`src/rtl/pe_operand_loader.sv`:
```
// pe_operand_loader: assembles a byte-serial operand frame (bias, count K,
// K weight bytes, K input bytes) into wide registered vectors for the PE.
// The frame is held stable behind a valid/ready handshake until it is consumed.
// Optional build macro LOADER_REUSE_WEIGHTS_EN: count-byte bit 7 keeps the
// previous weight vector and the frame carries only the K input bytes.
module pe_operand_loader #(
  parameter int N_LANES = 62,
  parameter int DATA_W  = 8
) (
  input  logic                        clk,
  input  logic                        rst,
  input  logic                        s_valid,
  output logic                        s_ready,
  input  logic [DATA_W-1:0]           s_data,
  input  logic                        s_last,
  output logic                        m_valid,
  input  logic                        m_ready,
  output logic [DATA_W-1:0]           bias,
  output logic [N_LANES*DATA_W-1:0]   weight,
  output logic [N_LANES*DATA_W-1:0]   in,
  output logic                        err,
  output logic [1:0]                  err_code
);

  typedef enum logic [2:0] {
    S_BIAS,
    S_COUNT,
    S_WEIGHT,
    S_INPUT,
    S_HOLD,
    S_DRAIN
  } state_t;

  localparam logic [1:0] EC_COUNT   = 2'd1;
  localparam logic [1:0] EC_EARLY   = 2'd2;
  localparam logic [1:0] EC_MISSING = 2'd3;
  localparam logic [6:0] N_LANES_K  = 7'(N_LANES);

  state_t     state;
  logic [6:0] k;
  logic [6:0] idx;
  logic       xfer;
  logic [6:0] k_in;
  logic       range_ok;
  logic       count_ok;
  logic       reuse;
  logic       last_lane;

  // The loader only refuses bytes while a frame waits for the PE, or in reset.
  assign s_ready   = ~rst & (state != S_HOLD);
  assign xfer      = s_valid & s_ready;
  assign k_in      = s_data[6:0];
  assign range_ok  = (k_in != 7'd0) && (k_in <= N_LANES_K);
  assign last_lane = (idx == k - 7'd1);

`ifdef LOADER_REUSE_WEIGHTS_EN
  assign reuse    = s_data[7];
  assign count_ok = range_ok;
`else
  assign reuse    = 1'b0;
  assign count_ok = range_ok & ~s_data[7];
`endif

  // Frame-assembly FSM: walks the byte stream, fills lanes, flags framing errors.
  always_ff @(posedge clk or posedge rst) begin
    if (rst) begin
      state    <= S_BIAS;
      k        <= 7'd0;
      idx      <= 7'd0;
      bias     <= '0;
      weight   <= '0;
      in       <= '0;
      m_valid  <= 1'b0;
      err      <= 1'b0;
      err_code <= 2'd0;
    end else begin
      err <= 1'b0;
      case (state)
        S_BIAS: begin
          if (xfer) begin
            bias <= s_data;
            if (s_last) begin
              err      <= 1'b1;
              err_code <= EC_EARLY;
            end else begin
              state <= S_COUNT;
            end
          end
        end
        S_COUNT: begin
          if (xfer) begin
            if (!count_ok) begin
              err      <= 1'b1;
              err_code <= EC_COUNT;
              state    <= s_last ? S_BIAS : S_DRAIN;
            end else if (s_last) begin
              err      <= 1'b1;
              err_code <= EC_EARLY;
              state    <= S_BIAS;
            end else begin
              k   <= k_in;
              idx <= 7'd0;
              // Unused upper lanes must read as zero for short frames.
              in  <= '0;
              if (reuse) begin
                state <= S_INPUT;
              end else begin
                weight <= '0;
                state  <= S_WEIGHT;
              end
            end
          end
        end
        S_WEIGHT: begin
          if (xfer) begin
            weight[int'(idx)*DATA_W +: DATA_W] <= s_data;
            if (s_last) begin
              err      <= 1'b1;
              err_code <= EC_EARLY;
              state    <= S_BIAS;
            end else if (last_lane) begin
              idx   <= 7'd0;
              state <= S_INPUT;
            end else begin
              idx <= idx + 7'd1;
            end
          end
        end
        S_INPUT: begin
          if (xfer) begin
            in[int'(idx)*DATA_W +: DATA_W] <= s_data;
            if (last_lane) begin
              if (s_last) begin
                m_valid <= 1'b1;
                state   <= S_HOLD;
              end else begin
                err      <= 1'b1;
                err_code <= EC_MISSING;
                state    <= S_DRAIN;
              end
            end else if (s_last) begin
              err      <= 1'b1;
              err_code <= EC_EARLY;
              state    <= S_BIAS;
            end else begin
              idx <= idx + 7'd1;
            end
          end
        end
        S_HOLD: begin
          if (m_ready) begin
            m_valid <= 1'b0;
            state   <= S_BIAS;
          end
        end
        S_DRAIN: begin
          // Silently discard the rest of a rejected frame.
          if (xfer && s_last) begin
            state <= S_BIAS;
          end
        end
        default: begin
          state <= S_BIAS;
        end
      endcase
    end
  end

endmodule

```
`config.mk`:
```
export PLATFORM = sky130hd
export DESIGN_NAME = pe_operand_loader
export DESIGN_NICKNAME = d
export VERILOG_FILES = /design/src/rtl/pe_operand_loader.sv
export SDC_FILE = /design/constraint.sdc
export NUM_CORES = 2
export LEC_CHECK = 0
export ABC_AREA = 0
export BUFFER_PORTS_ARGS = -buffer_cell sky130_fd_sc_hd__buf_2
export CAP_MARGIN = 30
export CELL_PAD_IN_SITES_DETAIL_PLACEMENT = 1
export CELL_PAD_IN_SITES_GLOBAL_PLACEMENT = 1
export CORE_AREA = 2 2 402 404
export DETAILED_ROUTE_END_ITERATION = 7
export DIE_AREA = 0 0 404 406
export PLACE_DENSITY_LB_ADDON = 0.1
export SKIP_LAST_GASP = 1
export SYNTH_ARGS = -nofsm -noshare
export SYNTH_HDL_FRONTEND = slang
export SYNTH_SLANG_ARGS = --single-unit
```
`constraint.sdc`:
```
create_clock -name clk -period 104 [get_ports clk]
set_input_delay 15.6 -clock clk [delete_from_list [all_inputs] [get_ports clk]]
set_output_delay 15.6 -clock clk [all_outputs]
set_load 0.02 [all_outputs]
```
# --- After elaboration in Yosys (flattened, before gate mapping) ---
# Index checks and enable logic that the tools add are counted.
totals:
  regBits: 1021
  latchBits: 0
  ram_bits: 0
  rom_bits: 0
  in_bits: 13
  out_inout_bits: 1005
  wordCells: 120
  mem_count: 0
classes:
  n_addsub: 3
  n_mul: 0
  n_div: 0
  n_lt_le_gt_ge: 1
  n_eq_ne: 25
  shift: 2
  n_mux: 56
  n_bitwise: 6
  n_reduce_logical: 18
op_table:
  columns: ["operator", "n"]
  rows:
  - ["two-way mux 496 bit", 5]
  - ["case mux 496 bit (2 select lines)", 2]
  - ["bitwise mux 496 bit", 2]
  - ["variable shift 8 x 33 -> 496 bit, first input constant", 1]
  - ["variable part select 8 x 33 -> 496 bit", 1]
  - ["two-way mux 7 bit", 9]
  - ["two-way mux 3 bit", 13]
  - ["negator 10 -> 33 bit", 1]
  - ["inequality test 2 bit, second input constant", 14]
  - ["case mux 7 bit (3 select lines)", 1]
  - ["AND reduction 5 bit", 4]
  - ["case mux 3 bit (6 select lines)", 1]
  - ["AND reduction 9 bit", 2]
  - ["two-way mux 2 bit", 8]
  - ["two-way mux 1 bit", 12]
  - ["inequality test 3 bit, second input constant", 4]
  - ["adder 7 x 1 -> 7 bit, second input constant", 1]
  - ["== test 7 bit", 1]
  - ["<= comparator 7 x 6 -> 1 bit, second input constant", 1]
  - ["nonzero test 7 bit", 1]
  - ["subtractor 7 x 1 -> 7 bit, second input constant", 1]
  - ["== test 3 x 2 -> 1 bit, second input constant", 2]
  - ["== test 3 bit, second input constant", 2]
  - ["case mux 2 bit (3 select lines)", 1]
  - ["other kinds (13)", 21]

# --- Depth between registers and ports, before layout ---
logic_depth:
  word_depth: 6
  mapped_depth: 13
  ltp_nobuf: 11

# --- Worst setup path before layout ---
# Ideal clock, no wire load.
synth_path:
  path_kind: "input -> output"
  from: "input rst"
  to: "output s_ready"
  t_arrival_ns: 15.940
  required_time_ns: 88.400
  path_slack_ns: 72.460
  path_stages: 1
  n_path_buf: 0
  cell_sequence: "a21oi_1"
synth_between:
  elab_chain_len: 2
synth_rtl:
  columns: ["item", "line_no", "rtl"]
  rows:
  - ["from (decl)", "11", "input logic rst,"]
  - ["NOT 1 bit", "50", "assign s_ready = ~rst & (state != S_HOLD);"]
  - ["AND 1 bit", "50", null]
  - ["to (decl)", "13", "output logic s_ready,"]
# No other way between the ends.

# --- Worst setup path in the final report ---
# Ends and elaborated chain as after synthesis.

==> reports/results.tsv <==
stage	metric	value	unit
run_status	status	completed	
yosys	post-synthesis xor/xnor area fraction	0.004148	
final_layout	final net count	4053	
yosys	adder-cell share of the synthesized area	0.002217	
timing	period utilization	0.3045	
worst_setup_path	Top cell by count, worst path	buf_2	
worst_setup_path	Worst Setup End Kind	output port	
detailed_routing	Met3 Wirelength	12.99	mm
worst_setup_path	WP buf/inv	2	
worst_setup_path	Worst Setup Start Kind	input pin	
timing	Layout Skew	36.86	ps
yosys	mux cell area share after synthesis	0.02869	
place	dpl cells	5993	
detailed_routing	wire length per cell	32.96	um
worst_setup_path	Setup CP Type	in2out	
final_layout	multi-input logic area	13510	um^2
final_layout	# fillers	17380	
worst_setup_path	CP peak stage delay	180	ps
yosys	Post-synth EDFFs	0	
yosys	Yosys warning total	0	
grt	initial antenna violation count	16	
yosys	post-synthesis compound-gate area fraction	0.2354	
floorplan	initial core utilization	0.2475	
clock_network	CTS tree	done	
power_and_ir_drop	Pwr Total	1.130	mW
clock_network	Clock Tree Root	clkbuf_16	
clock_network	Worst-path clk slew	50	ps
detailed_routing	Initial DRC Count	2075	
detailed_routing	met2 WL	96.75	mm
clock_network	Clock Path Buffers	3	
timing	worst hold slack	480.1	ps
detailed_routing	# DRC	0	
place	Placer Congestion	0.7928	
yosys	Synth Area per Inst	13.36	um^2
timing	fin crit period	31660	ps
yosys	largest family of logic cells by synthesized area	compound AO/OA/AOI/OAI gates	
grt	grt total ovfl	0	
power_and_ir_drop	Worst VDD drop	0.01350	mV
detailed_routing	max layer used	met4	
place	Port Buffers	1017	
yosys	Post-Synth Simple-Gate Area	0.06653	
yosys	Post-synth top flop	dfrtp_1	
yosys	top-area cell type share of the netlist area	0.6467	
floorplan	Std-Cell Rows	147	
power_and_ir_drop	PwrDens	21.71	nW/um^2
clock_network	clk_lat worst skew	740	ps
timing	Finish-stage setup viols	0	
worst_setup_path	Crit Path Max Fanout	4	
detailed_routing	drt total wl	205.3	mm
final_layout	Storage cell area	25550	um^2
detailed_routing	1st-pass router iterations	4	
yosys	Post-Synthesis Cells	2957	
worst_setup_path	Top delay family on crit path	buffers and inverters	
yosys	post-synth design cell area	39510	um^2
yosys	Synth area leaders	dfrtp_1 (65%), o2bb2ai_1 (18%), a22o_1 (2.5%)	
worst_setup_path	critical path required time	88400	ps
clock_network	CTS sink cnt	1021	
clock_network	post-CTS resize count	0	
final_layout	Layout area overhead	31.77	%
clock_network	post-CTS setup buffer count	0	
final_layout	commonest non-fill, non-tap cells in the layout	dfrtp_1 (1021), buf_2 (1018), o2bb2ai_1 (800)	
timing	Slew Limit Fails	0	
detailed_routing	routed vias/inst	5.103	
final_layout	fin cells	6228	
power_and_ir_drop	leakage	25.31	nW
detailed_routing	DR vias	31780	
yosys	Seq/Total Area, Yosys	0.6467	
floorplan	core footprint	159600	um^2
detailed_routing	Detail Route Antenna Nets	0	
yosys	number of distinct library cells after synthesis	76	
timing	setup TNS	0	ps
yosys	Synth area leader	dfrtp_1	
timing	f_max	31.58	MHz
timing	worst-margin pin slew	1116	ps
clock_network	H-tree levels	3	
yosys	syn nets	2977	
worst_setup_path	crit-path cells	buf_2 > a21oi_1 > buf_2	
final_layout	commonest non-fill, non-tap cell in the layout	dfrtp_1	
floorplan	width of the die	404	um
timing	slew margin rel.	0.2539	
yosys	Async SR Flop Fraction	1.000	
grt	GRT Util Overall	0.2447	
run	Max-cap violations	0	
clock_network	cts hold-fix bufs	0	
place	HPWL Detailed	146.5	mm
timing	final hold vios	0	
min_path	Hold Path Class	reg2reg	
yosys	#FFs+latches synth	1021	
floorplan	Die Height	406	um
grt	first-pass GRT wire length	284.3	mm
clock_network	Num CTS Buffers	121	
detailed_routing	M1 WL	89.06	mm
floorplan	die footprint	164000	um^2
worst_setup_path	slowest CP cell	buf_2	
grt	vias in the first global route	33380	
final_layout	fraction of layout cells with a size suffix above 1	0.3603	
worst_setup_path	crit path DAT	16060	ps
timing	unrepaired setup endpoints after global routing	no	
floorplan	io pins	1018	
grt	largest net degree at the start of global routing	92	
==> flip-flops by register name, summed over array words and instances, names as in the netlist <==
signal    count
idx           7
m_valid       1
in          496
weight      496
bias          8
k             7
err           1
state         3
err_code      2
==> metrics by stage <==
stage | util | area [um^2] | worst slack, ps
after CTS | 0.3258 | 52010 | 72340
final | 0.3261 | 52060 | 72340
after detailed placement | 0.2988 | 47700 | 72340
after global routing | 0.3261 | 52060 | 72270
after global placement | 0.2961 | 47280 | 72300
after floorplan | - | 39510 | 59670
==> synthesized netlist by cell type (11+ instances only) <==
cell type,number
dfrtp_1,1021
o2bb2ai_1,800
nand2_1,185
nor2_1,179
a22o_1,115
clkbuf_1,113
o21ai_1,77
nand3_1,57
mux2_2,55
nor3_1,50
o21ai_2,37
buf_2,19
mux2_1,19
mux2_4,16
o21ai_0,14
inv_1,13
nor2b_1,12
nor3_2,12
buf_1,11
nor4_1,11
==> worst register-to-register path, stage by stage, from the launching register on <==
cell and delay, ps:
dfrtp_1 560, inv_1 200, ha_1 510, nor3b_2 370
xor2_1 840, nand4_1 1110, buf_4 570, nor4_1 530
o21ai_1 370, o2bb2ai_1 240
==> layout make-up <==
class	count	area share
diodes	1	0.00004807
clock buffers	172	0.06746
clock inverters	59	0.01536
inverters	13	0.001081
multi-input cells	1775	0.2595
flip-flops and latches	1021	0.4908
well taps	2086	0.05013
repair buffers	1101	0.1156
==> path summary, 6_finish.rpt <==
path,startpoint,endpoint,slack [ps],cells past startpoint
min in group asynchronous,rst,weight[288]$_DFFE_PP0P_,14990,2
min reg2reg,weight[321]$_DFFE_PP0P_,weight[321]$_DFFE_PP0P_,480,1
min,weight[321]$_DFFE_PP0P_,weight[321]$_DFFE_PP0P_,480,1
max reg2reg,idx[0]$_DFFE_PP0P_,weight[242]$_DFFE_PP0P_,98590,9
max,rst,s_ready,72340,3
max in group asynchronous,rst,in[204]$_DFFE_PP0P_,85890,5
==> kinds of logic (layout without fill, tap and decap cells) <==
family	Yosys count	count (layout)
fa+ha+maj	7	7
buf+inv	161	1345
xor+xnor	17	17
simple gates	561	561
other cells	0	1
compound gates	1094	1094
flops	1021	1021
mux	96	96
==> layer usage <==
layer	vias up	global-route usage
li1	13570	-
met1	16970	0.3207
met2	1019	0.3972
met3	219	0.05969
met4	0	0.07659
met5	-	0
==> power breakdown <==
group | switching (mW) | internal (mW) | total, mW
sequential | 0.00982 | 0.402 | 0.412
combinational | 0.208 | 0.0500 | 0.258
clock | 0.185 | 0.275 | 0.460
Power figures use the tool's default switching activity.
